===== config.mk =====
export PLATFORM = sky130hd
export DESIGN_NAME = xgmii_crc_err_stat
export DESIGN_NICKNAME = d
export VERILOG_FILES = /design/src/rtl/xgmii_pla_pkg.sv /design/src/rtl/xgmii_sat_cnt.sv /design/src/rtl/xgmii_crc_err_stat.sv
export SDC_FILE = /design/constraint.sdc
export NUM_CORES = 1
export LEC_CHECK = 0
export ABC_AREA = 1
export CAP_MARGIN = 5
export CORE_MARGIN = 5
export CORE_UTILIZATION = 50
export CTS_CLUSTER_DIAMETER = 60
export DETAILED_ROUTE_END_ITERATION = 8
export GPL_TIMING_DRIVEN = 0
export PLACE_DENSITY = 0.87
export SLEW_MARGIN = 10
export SYNTH_ARGS = -nofsm -noshare
export SYNTH_HDL_FRONTEND = slang
export SYNTH_SLANG_ARGS = --single-unit

===== constraint.sdc =====
create_clock -name I_312m_clk -period 3.25 [get_ports I_312m_clk]
set_clock_uncertainty 0.05 [all_clocks]
set_input_delay 0.8125 -clock I_312m_clk [delete_from_list [all_inputs] [get_ports I_312m_clk]]
set_output_delay 0.8125 -clock I_312m_clk [all_outputs]
set_load 0.02 [all_outputs]

===== src/rtl/xgmii_pla_pkg.sv =====
// Shared definitions for the XGMII PLA backward-path statistics blocks.
//   XGMII_START / XGMII_TERM : control characters /S/ and /T/
//   snap_state_t             : snapshot handshake FSM states
//   sat_inc8                 : 8-bit saturating increment for run counters
package xgmii_pla_pkg;

  localparam logic [7:0] XGMII_START = 8'hFB;
  localparam logic [7:0] XGMII_TERM  = 8'hFD;

  typedef enum logic [1:0] {
    S_IDLE = 2'd0,
    S_CAPT = 2'd1,
    S_WAIT = 2'd2
  } snap_state_t;

  function automatic logic [7:0] sat_inc8(input logic [7:0] a);
    return (a == 8'hFF) ? a : a + 8'd1;
  endfunction

endpackage


===== src/rtl/xgmii_sat_cnt.sv =====
// Parametric saturating counter.
//   clk, rst_n : clock, asynchronous active-low reset
//   clr        : restart from zero this cycle (inc still applied on top)
//   inc        : amount to add this cycle
//   cnt        : current count, sticks at all-ones
module xgmii_sat_cnt #(
  parameter int CNT_W = 32,
  parameter int INC_W = 1
) (
  input  logic             clk,
  input  logic             rst_n,
  input  logic             clr,
  input  logic [INC_W-1:0] inc,
  output logic [CNT_W-1:0] cnt
);

  localparam logic [CNT_W-1:0] CNT_MAX = '1;

  function automatic logic [CNT_W-1:0] sat_add(input logic [CNT_W-1:0] a,
                                               input logic [INC_W-1:0] b);
    logic [CNT_W:0] s;
    s = {1'b0, a} + {{(CNT_W + 1 - INC_W){1'b0}}, b};
    return s[CNT_W] ? CNT_MAX : s[CNT_W-1:0];
  endfunction

  // Clear-plus-inc: an event arriving in the clear cycle is kept, not lost.
  always_ff @(posedge clk or negedge rst_n) begin
    if (!rst_n) cnt <= '0;
    else        cnt <= sat_add(clr ? {CNT_W{1'b0}} : cnt, inc);
  end

endmodule


===== src/rtl/xgmii_crc_err_stat.sv =====
// CRC verdict statistics for the XGMII PLA backward path.
// Counts good / bad / bad-PTP frames (saturating), raises a consecutive-CRC
// error alarm with set/clear hysteresis, and exposes a coherent shadow copy
// of the counters through a req/ack snapshot handshake.
// Ports:
//   I_312m_clk, I_global_rst           : clock, async active-low reset
//   I_crc_compare_signal, I_crc_ok,
//   I_crc_err, I_ptp_flag              : per-frame verdict, strobe qualified
//   I_xgmii_data, I_xgmii_txc          : XGMII lanes (byte counting only)
//   I_snap_req, I_clr_on_snap          : snapshot request / clear-on-snapshot
//   O_snap_ack                         : one-cycle pulse, shadows valid
//   O_good_cnt, O_bad_cnt,
//   O_ptp_bad_cnt, O_byte_cnt          : shadow counters
//   O_crc_alarm                        : consecutive-error alarm
// Build option: XGMII_CRC_STAT_BYTE_CNT_EN enables in-frame data byte
// counting; otherwise O_byte_cnt is tied to zero.
module xgmii_crc_err_stat
  import xgmii_pla_pkg::*;
#(
  parameter int CNT_W   = 32,
  parameter int ALM_SET = 8,
  parameter int ALM_CLR = 16
) (
  input  logic             I_312m_clk,
  input  logic             I_global_rst,
  input  logic             I_crc_compare_signal,
  input  logic             I_crc_ok,
  input  logic             I_crc_err,
  input  logic             I_ptp_flag,
  input  logic [31:0]      I_xgmii_data,
  input  logic [3:0]       I_xgmii_txc,
  input  logic             I_snap_req,
  input  logic             I_clr_on_snap,
  output logic             O_snap_ack,
  output logic [CNT_W-1:0] O_good_cnt,
  output logic [CNT_W-1:0] O_bad_cnt,
  output logic [CNT_W-1:0] O_ptp_bad_cnt,
  output logic             O_crc_alarm,
  output logic [CNT_W-1:0] O_byte_cnt
);

  localparam logic [7:0] ALM_SET_B = 8'(ALM_SET);
  localparam logic [7:0] ALM_CLR_B = 8'(ALM_CLR);

  // A strobe with neither ok nor err is treated as a failed compare.
  logic good_v, bad_v;
  assign bad_v  = I_crc_compare_signal & (I_crc_err | ~I_crc_ok);
  assign good_v = I_crc_compare_signal & I_crc_ok & ~I_crc_err;

  snap_state_t state, state_nxt;
  logic        clr_q;
  logic        capt;
  logic        live_clr;

  assign capt     = (state == S_CAPT);
  assign live_clr = capt & clr_q;

  always_comb begin
    state_nxt = state;
    case (state)
      S_IDLE:  if (I_snap_req) state_nxt = S_CAPT;
      S_CAPT:  state_nxt = S_WAIT;
      S_WAIT:  if (!I_snap_req) state_nxt = S_IDLE;
      default: state_nxt = S_IDLE;
    endcase
  end

  always_ff @(posedge I_312m_clk or negedge I_global_rst) begin
    if (!I_global_rst) begin
      state      <= S_IDLE;
      clr_q      <= 1'b0;
      O_snap_ack <= 1'b0;
    end else begin
      state      <= state_nxt;
      O_snap_ack <= capt;
      if (state == S_IDLE && I_snap_req) clr_q <= I_clr_on_snap;
    end
  end

  logic [CNT_W-1:0] good_live, bad_live, ptp_live;

  xgmii_sat_cnt #(.CNT_W(CNT_W), .INC_W(1)) u_good (
    .clk(I_312m_clk), .rst_n(I_global_rst), .clr(live_clr),
    .inc(good_v), .cnt(good_live));

  xgmii_sat_cnt #(.CNT_W(CNT_W), .INC_W(1)) u_bad (
    .clk(I_312m_clk), .rst_n(I_global_rst), .clr(live_clr),
    .inc(bad_v), .cnt(bad_live));

  xgmii_sat_cnt #(.CNT_W(CNT_W), .INC_W(1)) u_ptp_bad (
    .clk(I_312m_clk), .rst_n(I_global_rst), .clr(live_clr),
    .inc(bad_v & I_ptp_flag), .cnt(ptp_live));

  // Shadows take the pre-verdict live value; the verdict of the capture
  // cycle lands in the (possibly cleared) live counter instead.
  always_ff @(posedge I_312m_clk or negedge I_global_rst) begin
    if (!I_global_rst) begin
      O_good_cnt    <= '0;
      O_bad_cnt     <= '0;
      O_ptp_bad_cnt <= '0;
    end else if (capt) begin
      O_good_cnt    <= good_live;
      O_bad_cnt     <= bad_live;
      O_ptp_bad_cnt <= ptp_live;
    end
  end

  // Run counters and alarm are independent of the snapshot clear.
  logic [7:0] bad_run, good_run;

  always_ff @(posedge I_312m_clk or negedge I_global_rst) begin
    if (!I_global_rst) begin
      bad_run     <= '0;
      good_run    <= '0;
      O_crc_alarm <= 1'b0;
    end else begin
      if (bad_v) begin
        bad_run  <= sat_inc8(bad_run);
        good_run <= '0;
      end else if (good_v) begin
        good_run <= sat_inc8(good_run);
        bad_run  <= '0;
      end
      if (!O_crc_alarm && bad_run >= ALM_SET_B)     O_crc_alarm <= 1'b1;
      else if (O_crc_alarm && good_run >= ALM_CLR_B) O_crc_alarm <= 1'b0;
    end
  end

`ifdef XGMII_CRC_STAT_BYTE_CNT_EN
  logic             in_frame;
  logic             sof, eof;
  logic [2:0]       lanes;
  logic [CNT_W-1:0] byte_live;

  assign sof = I_xgmii_txc[0] && (I_xgmii_data[7:0] == XGMII_START);

  always_comb begin
    eof = 1'b0;
    for (int i = 0; i < 4; i++)
      if (I_xgmii_txc[i] && (I_xgmii_data[8*i +: 8] == XGMII_TERM)) eof = 1'b1;
  end

  // The /S/ cycle and the /T/ cycle both count their data lanes.
  always_comb begin
    lanes = 3'd0;
    if (in_frame || sof)
      for (int i = 0; i < 4; i++)
        if (!I_xgmii_txc[i]) lanes = lanes + 3'd1;
  end

  always_ff @(posedge I_312m_clk or negedge I_global_rst) begin
    if (!I_global_rst) in_frame <= 1'b0;
    else if (sof)      in_frame <= 1'b1;
    else if (eof)      in_frame <= 1'b0;
  end

  xgmii_sat_cnt #(.CNT_W(CNT_W), .INC_W(3)) u_byte (
    .clk(I_312m_clk), .rst_n(I_global_rst), .clr(live_clr),
    .inc(lanes), .cnt(byte_live));

  always_ff @(posedge I_312m_clk or negedge I_global_rst) begin
    if (!I_global_rst) O_byte_cnt <= '0;
    else if (capt)     O_byte_cnt <= byte_live;
  end
`else
  logic unused_xgmii;
  assign unused_xgmii = ^{I_xgmii_data, I_xgmii_txc};
  assign O_byte_cnt   = '0;
`endif

endmodule


# == Yosys cells after proc, flatten, opt, wreduce, memory -nomap -nowiden ==
# Index checks and enable logic that the tools add are counted.
# op_classes
add_sub_neg,5
order_cmp,2
n_eq_ne,8
muxes,17
bitwise,8
reduce_logical,10
# ops
cell,count
$mux W32,6
$add A32 B1 Y33,3
$mux W8,6
$add A8 B1 Y8 const B,2
$eq A8 B8 Y1 const B,2
$ge A8 B4 Y1 const B,1
$ge A8 B5 Y1 const B,1
$ne A2 B2 Y1 const B,4
$pmux W2 S3,1
$reduce_and A2 Y1,3
$and A1 B1 Y1,5
$mux W2,2
$reduce_bool A2 Y1,2
$logic_and A1 B1 Y1,3
$eq A2 B1 Y1 const B,1
$eq A2 B2 Y1 const B,1
$logic_not A2 Y1,1
$mux W1,2
$not A1 Y1,2
$logic_not A1 Y1,1
$or A1 B1 Y1,1
# totals
reg_bits,213
input_bits,44
out_inout_bits,130
elab_cells,62

# == Longest topological paths before layout ==
# Gate-level depths: netlist of run 1.
# logic_depth
depth_word,6
ltp_mapped,18
depth_no_buf,13

# == Modules after synthesis ==
# From an unflattened synthesis of run 1, not the netlist that was laid out.
# hier_totals
cells_unflattened,1524
hier_area_um2,11668.7
# by_module_without_submodules
mod,instances,cells_each,area_per_inst_um2,seq_area_each_um2
xgmii_sat_cnt,3,308,2209.6,800.8
xgmii_crc_err_stat,1,600,5039.8,2927.8

# == Least setup slack after synthesis of run 1 ==
# No wires, ideal clock.
# synth_timing
path_kind,flip-flop to flip-flop
start,reg clr_q
end,reg u_bad.cnt[10]
setup_time_ns,0.069
arrival_ns,2.535
required_ns,3.131
setup_slack_ns,0.597
path_stages_with_launch,17
path_buffers,6
period_less_slack_ns,2.653
cell_sequence,dfrtp_1 > nand3_4 > buf_6 > buf_6 > buf_4 > buf_2 > buf_2 > nand2_1 > inv_1 > ha_1 > nand3_1 > nor2_2 > nand2_2 > nor2_4 > nand3_4 > buf_2 > nand3_1
# synth_between
elab_chain_len,4
# synth_lines
element,line,rtl
"start, declared",xgmii_crc_err_stat.sv:51,logic clr_q;
"start signal, assigned",xgmii_crc_err_stat.sv:76,if (state == S_IDLE && I_snap_req) clr_q <= I_clr_on_snap;
$and A1 B1 Y1,xgmii_crc_err_stat.sv:56,assign live_clr = capt & clr_q;
$mux W32,xgmii_sat_cnt.sv:29,"else cnt <= sat_add(clr ? {CNT_W{1'b0}} : cnt, inc);"
$add A32 B1 Y33,xgmii_sat_cnt.sv:22,"s = {1'b0, a} + {{(CNT_W + 1 - INC_W){1'b0}}, b};"
$mux W32,xgmii_sat_cnt.sv:23,return s[CNT_W] ? CNT_MAX : s[CNT_W-1:0];
"end signal, assigned",xgmii_sat_cnt.sv:29,
"end, declared",xgmii_sat_cnt.sv:14,output logic [CNT_W-1:0] cnt
# No other way between the ends.
# A chain may end at the register's enable or synchronous reset.

# == Worst setup path in the final report of run 1 ==
# layout_timing
start,in I_crc_compare_signal
end,reg u_bad.cnt[16]
# layout_between
elab_chain_len,3
# layout_lines
element,line,rtl
"start, declared",xgmii_crc_err_stat.sv:26,"input logic I_crc_compare_signal,"
$and A1 B1 Y1,xgmii_crc_err_stat.sv:47,assign bad_v = I_crc_compare_signal & (I_crc_err | ~I_crc_ok);
$add A32 B1 Y33,xgmii_sat_cnt.sv:22,
$mux W32,xgmii_sat_cnt.sv:23,
# No other way between the ends.

==> results of run 1 <==
==> cell type report <==
| type | instances | area share |
|---|---|---|
| well taps | 280 | 0.0259 |
| repair buffers | 107 | 0.0820 |
| clock inverters | 9 | 0.00886 |
| multi-input cells | 1110 | 0.370 |
| clock buffers | 32 | 0.0496 |
| diodes | 1 | 0.000185 |
| inverters | 117 | 0.0324 |
| plain buffers | 76 | 0.0373 |
| flip-flops and latches | 213 | 0.393 |
==> flip-flops by register name, summed over array words and instances (netlist names) <==
| name | count |
|---|---|
| good_run | 8 |
| O_bad_cnt | 32 |
| u_good.cnt | 32 |
| O_ptp_bad_cnt | 32 |
| O_good_cnt | 32 |
| O_crc_alarm | 1 |
| u_ptp_bad.cnt | 32 |
| u_bad.cnt | 32 |
| bad_run | 8 |
| clr_q | 1 |
| O_snap_ack | 1 |
| state | 2 |
==> logic make-up (layout without fill, tap and decap cells) <==
logic type | after synthesis | count (layout)
adders and majority gates | 10 | 10
other | 1 | 33
AOI/OAI and AO/OA | 69 | 69
and+or+nand+nor | 987 | 987
muxes | 1 | 1
buffers and inverters | 196 | 341
DFF | 213 | 213
xor gates and xnor gates | 11 | 11
==> cell usage after synthesis, drive strengths merged <==
cell type  count
buf           61
o31ai          2
or2            5
mux2           1
nor4           1
nand2        587
clkbuf        18
and2           1
o32ai          1
nor3           5
xor2           7
o21ai         24
conb           1
nor2         153
o21a           2
nand3        220
nand3b         9
a31oi          1
o21bai        20
inv          117
nand4          6
a21oi         18
dfrtp        213
xnor2          4
ha            10
o211ai         1
==> power groups by stage <==
stage	Clock, uW	Sequential, uW	Combinational [uW]
after floorplan	0	3650	1060
after global placement	0	3430	2290
after detailed placement	0	3440	2360
after CTS	2780	3410	2370
after global routing	2900	3470	2570
final	2750	3410	2360
==> layer usage <==
layer | share of wire | up-vias | global-route usage
met4 | 0.036 | 0 | 0.0970
met1 | 0.42 | 4862 | 0.332
met2 | 0.46 | 483 | 0.388
met3 | 0.093 | 88 | 0.0562
met5 | 0 | - | 0
li1 | - | 4970 | -
==> through the flow <==
step,TNS [ps],total power [uW]
finish,0,8530
global route,0,8940
CTS,0,8560
detailed placement,-14240,5800
global placement,-1602220,5720
floorplan,0,4710
==> worst paths after layout <==
kind	slack (ps)	from	cells past startpoint	end
setup / recovery	220	I_crc_compare_signal	11	u_bad.cnt[16]
max in group asynchronous	1830	I_global_rst	3	u_bad.cnt[10]
hold reg to reg	420	O_good_cnt[21]	2	O_good_cnt[21]
setup reg to reg	290	clr_q	13	u_bad.cnt[16]
min in group I_312m_clk	420	O_good_cnt[21]	2	O_good_cnt[21]
hold / removal	140	I_global_rst	1	O_good_cnt[19]
==> flow_summary.rst, run 1 <==
.. list-table::
   :header-rows: 1

   * - Metric
     - Value
   * - Kind of capture point of the worst setup path
     - register
   * - Detailed-route vias per instance
     - 5.35
   * - Clk Tree Root Cell
     - sky130_fd_sc_hd__clkbuf_16
   * - DRC violation total after the first TritonRoute iteration
     - 907
   * - Distinct cell type count after synthesis
     - 37
   * - Chain of cells forming the critical path
     - clkdlybuf4s50_1 > o21ai_2 > inv_1 > ha_1 > nand3_1 > nor2_2 > nand2_2 > nor2_4 > nand3_4 > buf_2 > nand3_1
   * - Peak Freq
     - 330 MHz
   * - Area growth, synth to finish
     - 21.0%
   * - Number of top-level pins
     - 174
   * - Internal power summed over all cells
     - 5590 uW
   * - Dominant combinational cell family by area after synthesis
     - simple AND/OR/NAND/NOR gates
   * - Placed wire-length estimate
     - 23,100 um
   * - Area of all placed cells without fillers
     - 13,600 um^2
   * - Min cycle time layout
     - 3030 ps
   * - Post-detailed-placement cell area
     - 12,800 um^2
   * - Leading cell type in the layout, fill and taps excluded
     - sky130_fd_sc_hd__nand2_1
   * - Power per Cell Area
     - 629 nW/um^2
   * - Worst hold-check slack
     - 143 ps
   * - Wirelength per Cell
     - 16.2 um
   * - Number of antenna-violating nets in the routed design
     - 0
   * - Share of final-layout standard cells stronger than drive strength 1
     - 0.0889
   * - Adder-cell share of the synthesized area
     - 0.0112
   * - Post-placement setup slack
     - -272 ps
   * - TritonCTS clock tree
     - yes
   * - Synthesized-area fraction occupied by and/or/nand/nor cells
     - 0.380
   * - Placed instance count
     - 1,906
   * - Number of global-route vias before repair
     - 10,409
   * - Detailed Routing Iterations Pass 1
     - 5
   * - Remaining design rule violation count
     - 0
   * - Clock transition at the registers of the reported paths
     - 60 ps
   * - Initial Utilization
     - 0.510
   * - Worst-case headroom to the max-slew limit
     - 0.272
   * - Number of hold buffers added after cts
     - 0
   * - Hold crit path type
     - input port to asynchronous set/reset pin
   * - Buf+Inv Stages, Crit Path
     - 3
   * - Crit Path Max Fanout
     - 10
   * - Crit Path Category
     - input port to register
   * - Share of the yosys chip area belonging to registers
     - 0.476
   * - Number of buffers between clock root and the deepest sink
     - 3
   * - Largest net degree at the start of global routing
     - 99
   * - Arrival time of the worst setup path
     - 3430 ps
   * - Combinational fraction of design power
     - 0.277
   * - Global-route wire length before repair
     - 52,200 um
   * - Share of the clock period used by the worst path
     - 0.933
   * - Area share of the leading cell type in the synthesized netlist
     - 0.476
   * - Synth area leaders
     - sky130_fd_sc_hd__dfrtp_1 (48%), sky130_fd_sc_hd__nand2_1 (20%), sky130_fd_sc_hd__nand3_1 (9.1%)
   * - Number of buffers inserted by post-CTS setup repair
     - 0
   * - Number of clock sinks seen by CTS
     - 213
   * - Syn Area/Cell
     - 7.52 um^2
   * - Slowest CP cell
     - sky130_fd_sc_hd__clkdlybuf4s50_1
   * - Proportion of power drawn by the clock network
     - 0.323
   * - Synthesized instance count
     - 1,488
   * - Reported leakage power
     - 0.00683 uW
   * - Number of input and output port buffers inserted
     - 105
   * - Count of final hold-check violations
     - 0
   * - Final Slew Violations
     - 0
   * - Cell repeated most along the worst path
     - sky130_fd_sc_hd__nand3_1
   * - Slowest stage delay, CP
     - 570 ps
   * - Area leader, netlist
     - sky130_fd_sc_hd__dfrtp_1
   * - Core occupancy in the finished layout
     - 0.617
   * - Sequential cell area in the final layout
     - 5330 um^2
   * - Smallest setup slack after layout
     - 219 ps
   * - CP delay by family, top
     - simple AND/OR/NAND/NOR gates
   * - Max-Cap Viols
     - 0
   * - Psw
     - 2940 uW
   * - Number of clock buffers inserted by TritonCTS
     - 24
   * - Total number of vias
     - 10,403
   * - Final-stage net count
     - 1,703
   * - Drt total wl
     - 31,600 um
   * - Transition time at the pin with the least slew margin
     - 1090 ps
   * - Syn. warnings
     - 0
   * - Switching portion of total power
     - 0.345
   * - Count of fill cells added during filler insertion
     - 1,914
   * - Most frequent cells in the layout
     - sky130_fd_sc_hd__nand2_1 (584), sky130_fd_sc_hd__dfrtp_1 (213), sky130_fd_sc_hd__nand3_1 (203)
   * - Share of the synthesized netlist area taken by xor and xnor gates
     - 0.00861
   * - Leftover overflow at the end of global routing
     - 0
   * - Count of H-tree levels built during CTS
     - 1
   * - Startpoint class of the critical path
     - input port
   * - Run status
     - complete, no violations
   * - Post_cts resized
     - 0
   * - Height of the die
     - 160 um
   * - Width of the chip
     - 160 um
   * - Global placer's final weighted congestion
     - 0.927
   * - Area taken by multi-input logic gates
     - 5020 um^2
   * - GRT Util Overall
     - 0.246
   * - Number of placement rows
     - 54
   * - Number of flip-flops and latches in the synthesized netlist
     - 213
   * - Final number of setup-violating endpoints
     - 0
   * - Netlist area before placement
     - 11,200 um^2
   * - Setup repair after global routing missed its margin
     - false
   * - Number of non-filler instances in the completed layout
     - 1,945
   * - Peak supply drop
     - 760 uV
   * - Required time worst endpoint
     - 3650 ps
   * - Antenna violations before repair
     - 1
   * - Clock latency on the worst-skew pair
     - 520 ps
   * - Core area
     - 22,000 um^2
   * - Die Footprint
     - 25,500 um^2
   * - Proportion of power drawn by flip-flops and latches
     - 0.400
   * - Compound-Gate Fraction of Synth Area
     - 0.0372
   * - Multiplexer share of the synthesized area
     - 0.00101
Power figures use the tool's default switching activity.
==> run 2: changes to the inputs <==
- SETUP_SLACK_MARGIN: unset -> 0.3
==> run 2 against run 1 <==
Largest cell class unchanged. Non-clock buffer count is 26 higher. Wire length up 3.2%. Fmax rose by 6.5%. Flip-flop and latch count unchanged. Count of clock-buffer cells in the layout is the same. Die area stayed put. Combinational power up 6%.
==> flow_summary.rst, run 2 (synthesis gave the netlist of run 1 again) <==
.. list-table::
   :header-rows: 1

   * - Metric
     - Value
   * - Run status
     - complete, no violations
   * - Initial Utilization
     - 0.510 (unchanged)
   * - Largest net degree at the start of global routing
     - 99 (unchanged)
   * - Count of final hold-check violations
     - 0 (unchanged)
   * - Detailed-route vias per instance
     - 5.41 (+1.2%)
   * - Detailed Routing Iterations Pass 1
     - 6 (+1)
   * - Number of antenna-violating nets in the routed design
     - 0 (unchanged)
   * - Proportion of power drawn by flip-flops and latches
     - 0.394 (-0.006)
   * - Psw
     - 3020 uW (+2.6%)
   * - Final-stage net count
     - 1,729 (+1.5%)
   * - Hold crit path type
     - input port to asynchronous set/reset pin
   * - Slowest CP cell
     - sky130_fd_sc_hd__dfrtp_1
   * - Peak Freq
     - 351 MHz (+6.5%)
   * - Clock latency on the worst-skew pair
     - 520 ps (about the same)
   * - Number of clock sinks seen by CTS
     - 213 (unchanged)
   * - Crit Path Max Fanout
     - 10 (unchanged)
   * - Number of global-route vias before repair
     - 10,559 (+1.4%)
   * - Internal power summed over all cells
     - 5660 uW (+1.2%)
   * - Die Footprint
     - 25,500 um^2 (unchanged)
   * - Width of the chip
     - 160 um (unchanged)
   * - Clock transition at the registers of the reported paths
     - 60 ps (about the same)
   * - Required time worst endpoint
     - 3650 ps (about the same)
   * - Number of input and output port buffers inserted
     - 105 (unchanged)
   * - Share of the clock period used by the worst path
     - 0.876 (-0.0570)
   * - Number of cells on the worst reg-to-reg path
     - 17 (+4)
   * - Max-Cap Viols
     - 0 (unchanged)
   * - Number of placement rows
     - 54 (unchanged)
   * - Area taken by multi-input logic gates
     - 5140 um^2 (+2.4%)
   * - Area growth, synth to finish
     - 24.2%
   * - Leftover overflow at the end of global routing
     - 0 (unchanged)
   * - Height of the die
     - 160 um (unchanged)
   * - Switching portion of total power
     - 0.348 (+0.00310)
   * - Combinational fraction of design power
     - 0.288 (+0.011)
   * - Number of buffers between clock root and the deepest sink
     - 3 (unchanged)
   * - Most frequent cells in the layout
     - sky130_fd_sc_hd__nand2_1 (581), sky130_fd_sc_hd__dfrtp_1 (213), sky130_fd_sc_hd__nand3_1 (199)
   * - Total Power
     - 8670 uW (+1.7%)
   * - Remaining design rule violation count
     - 0 (unchanged)
   * - Sequential cell area in the final layout
     - 5330 um^2 (unchanged)
   * - Transition time at the pin with the least slew margin
     - 1120 ps (+28.4 ps)
   * - Share of final-layout standard cells stronger than drive strength 1
     - 0.115 (+0.0259)
   * - Kind of capture point of the worst setup path
     - register
   * - Post-placement setup slack
     - -272 ps (unchanged)
   * - Total number of vias
     - 10,668 (+2.5%)
   * - Slowest stage delay, CP
     - 380 ps (-190 ps)
   * - Final Slew Violations
     - 0 (unchanged)
   * - TritonCTS clock tree
     - yes
   * - Min cycle time layout
     - 2850 ps (-185 ps)
   * - Chain of cells forming the critical path
     - inv_2 > nand3_4 > buf_8 > buf_8 > buf_8 > buf_8 > buf_6 > nand2_1 > inv_1 > ha_2 > nand3_2 > nor2_4 > nand2_4 > nor2_4 > nand3_4 > buf_6 > nand3_1
   * - Worst hold-check slack
     - 144 ps (+1.29 ps)
   * - Setup TNS
     - 0 ps (unchanged)
   * - Worst-case headroom to the max-slew limit
     - 0.253 (-0.0190)
   * - Wirelength per Cell
     - 16.5 um (+1.9%)
   * - Crit Path Category
     - register to register
   * - GRT Util Overall
     - 0.250 (+0.00366)
   * - Global placer's final weighted congestion
     - 0.927 (unchanged)
   * - Drt total wl
     - 32,600 um (+3.2%)
   * - Number of clock buffers inserted by TritonCTS
     - 24 (unchanged)
   * - Cell repeated most along the worst path
     - sky130_fd_sc_hd__buf_8
   * - Core area
     - 22,000 um^2 (unchanged)
   * - Setup repair after global routing missed its margin
     - false
   * - Placed wire-length estimate
     - 23,100 um (unchanged)
   * - Endpoint of the worst register-to-register path
     - u_good.cnt[17]
   * - Leading cell type in the layout, fill and taps excluded
     - sky130_fd_sc_hd__nand2_1
   * - Final number of setup-violating endpoints
     - 0 (unchanged)
   * - Count of fill cells added during filler insertion
     - 1,858 (-2.9%)
   * - Power per Cell Area
     - 624 nW/um^2 (-0.90%)
   * - Smallest setup slack after layout
     - 404 ps (+185 ps)
   * - Critical register-to-register path startpoint
     - state[1]
   * - Startpoint class of the critical path
     - register
   * - Reported leakage power
     - 0.00701 uW (+2.7%)
   * - Arrival time of the worst setup path
     - 3240 ps (-190 ps)
   * - Antenna violations before repair
     - 1 (unchanged)
   * - Worst R2R Setup Slack
     - 400 ps (+110 ps)
   * - Global-route wire length before repair
     - 52,900 um (+1.4%)
   * - Peak supply drop
     - 773 uV (+1.7%)
   * - DRC violation total after the first TritonRoute iteration
     - 1,106 (+22%)
   * - Proportion of power drawn by the clock network
     - 0.318 (-0.005)
   * - Clk Tree Root Cell
     - sky130_fd_sc_hd__clkbuf_16
   * - Count of H-tree levels built during CTS
     - 1 (unchanged)
   * - Number of top-level pins
     - 174 (unchanged)
[run 2: cell count changes in the layout (fill, tap and decap cells not counted), moves of 4 or more]
cell | previous run | this run
sky130_fd_sc_hd__nor2_1 | 135 | 123
sky130_fd_sc_hd__nor2_4 | 6 | 15
sky130_fd_sc_hd__buf_4 | 37 | 60
sky130_fd_sc_hd__buf_8 | 1 | 5
sky130_fd_sc_hd__nand3_2 | 13 | 17
sky130_fd_sc_hd__nand3_1 | 203 | 199
[run 2: area by class of cell]
type / instances / area share
diodes: 1 / 0.000180
plain buffers: 79 / 0.0405
clock buffers: 32 / 0.0483
clock inverters: 9 / 0.00864
inverters: 117 / 0.0316
multi-input cells: 1110 / 0.370
flip-flops and latches: 213 / 0.383
well taps: 280 / 0.0252
repair buffers: 130 / 0.0926
[run 2: how the worst max path moves through the flow]
stage               cells after the start              to          from  slack, ps
floorplan                              16   u_bad.cnt[10]         clr_q        600
CTS                                    17  u_good.cnt[17]      state[1]        310
global route                           17  u_good.cnt[17]      state[1]        300
global placement                        1   O_bad_cnt[16]  I_global_rst      -7500
detailed placement                     16    u_bad.cnt[3]         clr_q       -270
finish                                 17  u_good.cnt[17]      state[1]        400
[run 2: worst max-delay path: cells and delay by family, from the launching register on]
family | cells | cell delay [ps]
buffers and inverters | 8 | 1120
AND/OR/NAND/NOR | 8 | 1050
flip-flops | 1 | 380
adder cells (fa/ha/maj) | 1 | 180
[run 2: through the flow]
stage	util	instance area (um^2)	cells
final	0.633	13900	1971
after global routing	0.633	13900	1971
after CTS	0.626	13800	1959
after detailed placement	0.582	12800	1906
after global placement	0.579	12700	1904
after floorplan	-	11300	1519
[run 2: power groups by stage]
stage	registers, uW	clock network [uW]	logic (uW)
after floorplan	3650	0	1060
after global placement	3430	0	2290
after detailed placement	3440	0	2360
after CTS	3410	2780	2410
after global routing	3470	2900	2680
final	3420	2760	2500
[run 2: metal layers]
layer | vias up | global-route usage | share of wire
li1 | 5026 | - | -
met3 | 105 | 0.0585 | 0.096
met1 | 5008 | 0.335 | 0.41
met4 | 0 | 0.104 | 0.042
met2 | 529 | 0.393 | 0.45
met5 | - | 0 | 0
[run 2: repair_timing]
action | in CTS | in global routing
setup buffers | 12 | 11
hold endpoints to repair | 0 | 0
hold buffers | 0 | 0
endpoints found under the setup margin | 96 | 95
pin swaps | 8 | 6
resized for setup | 29 | 16
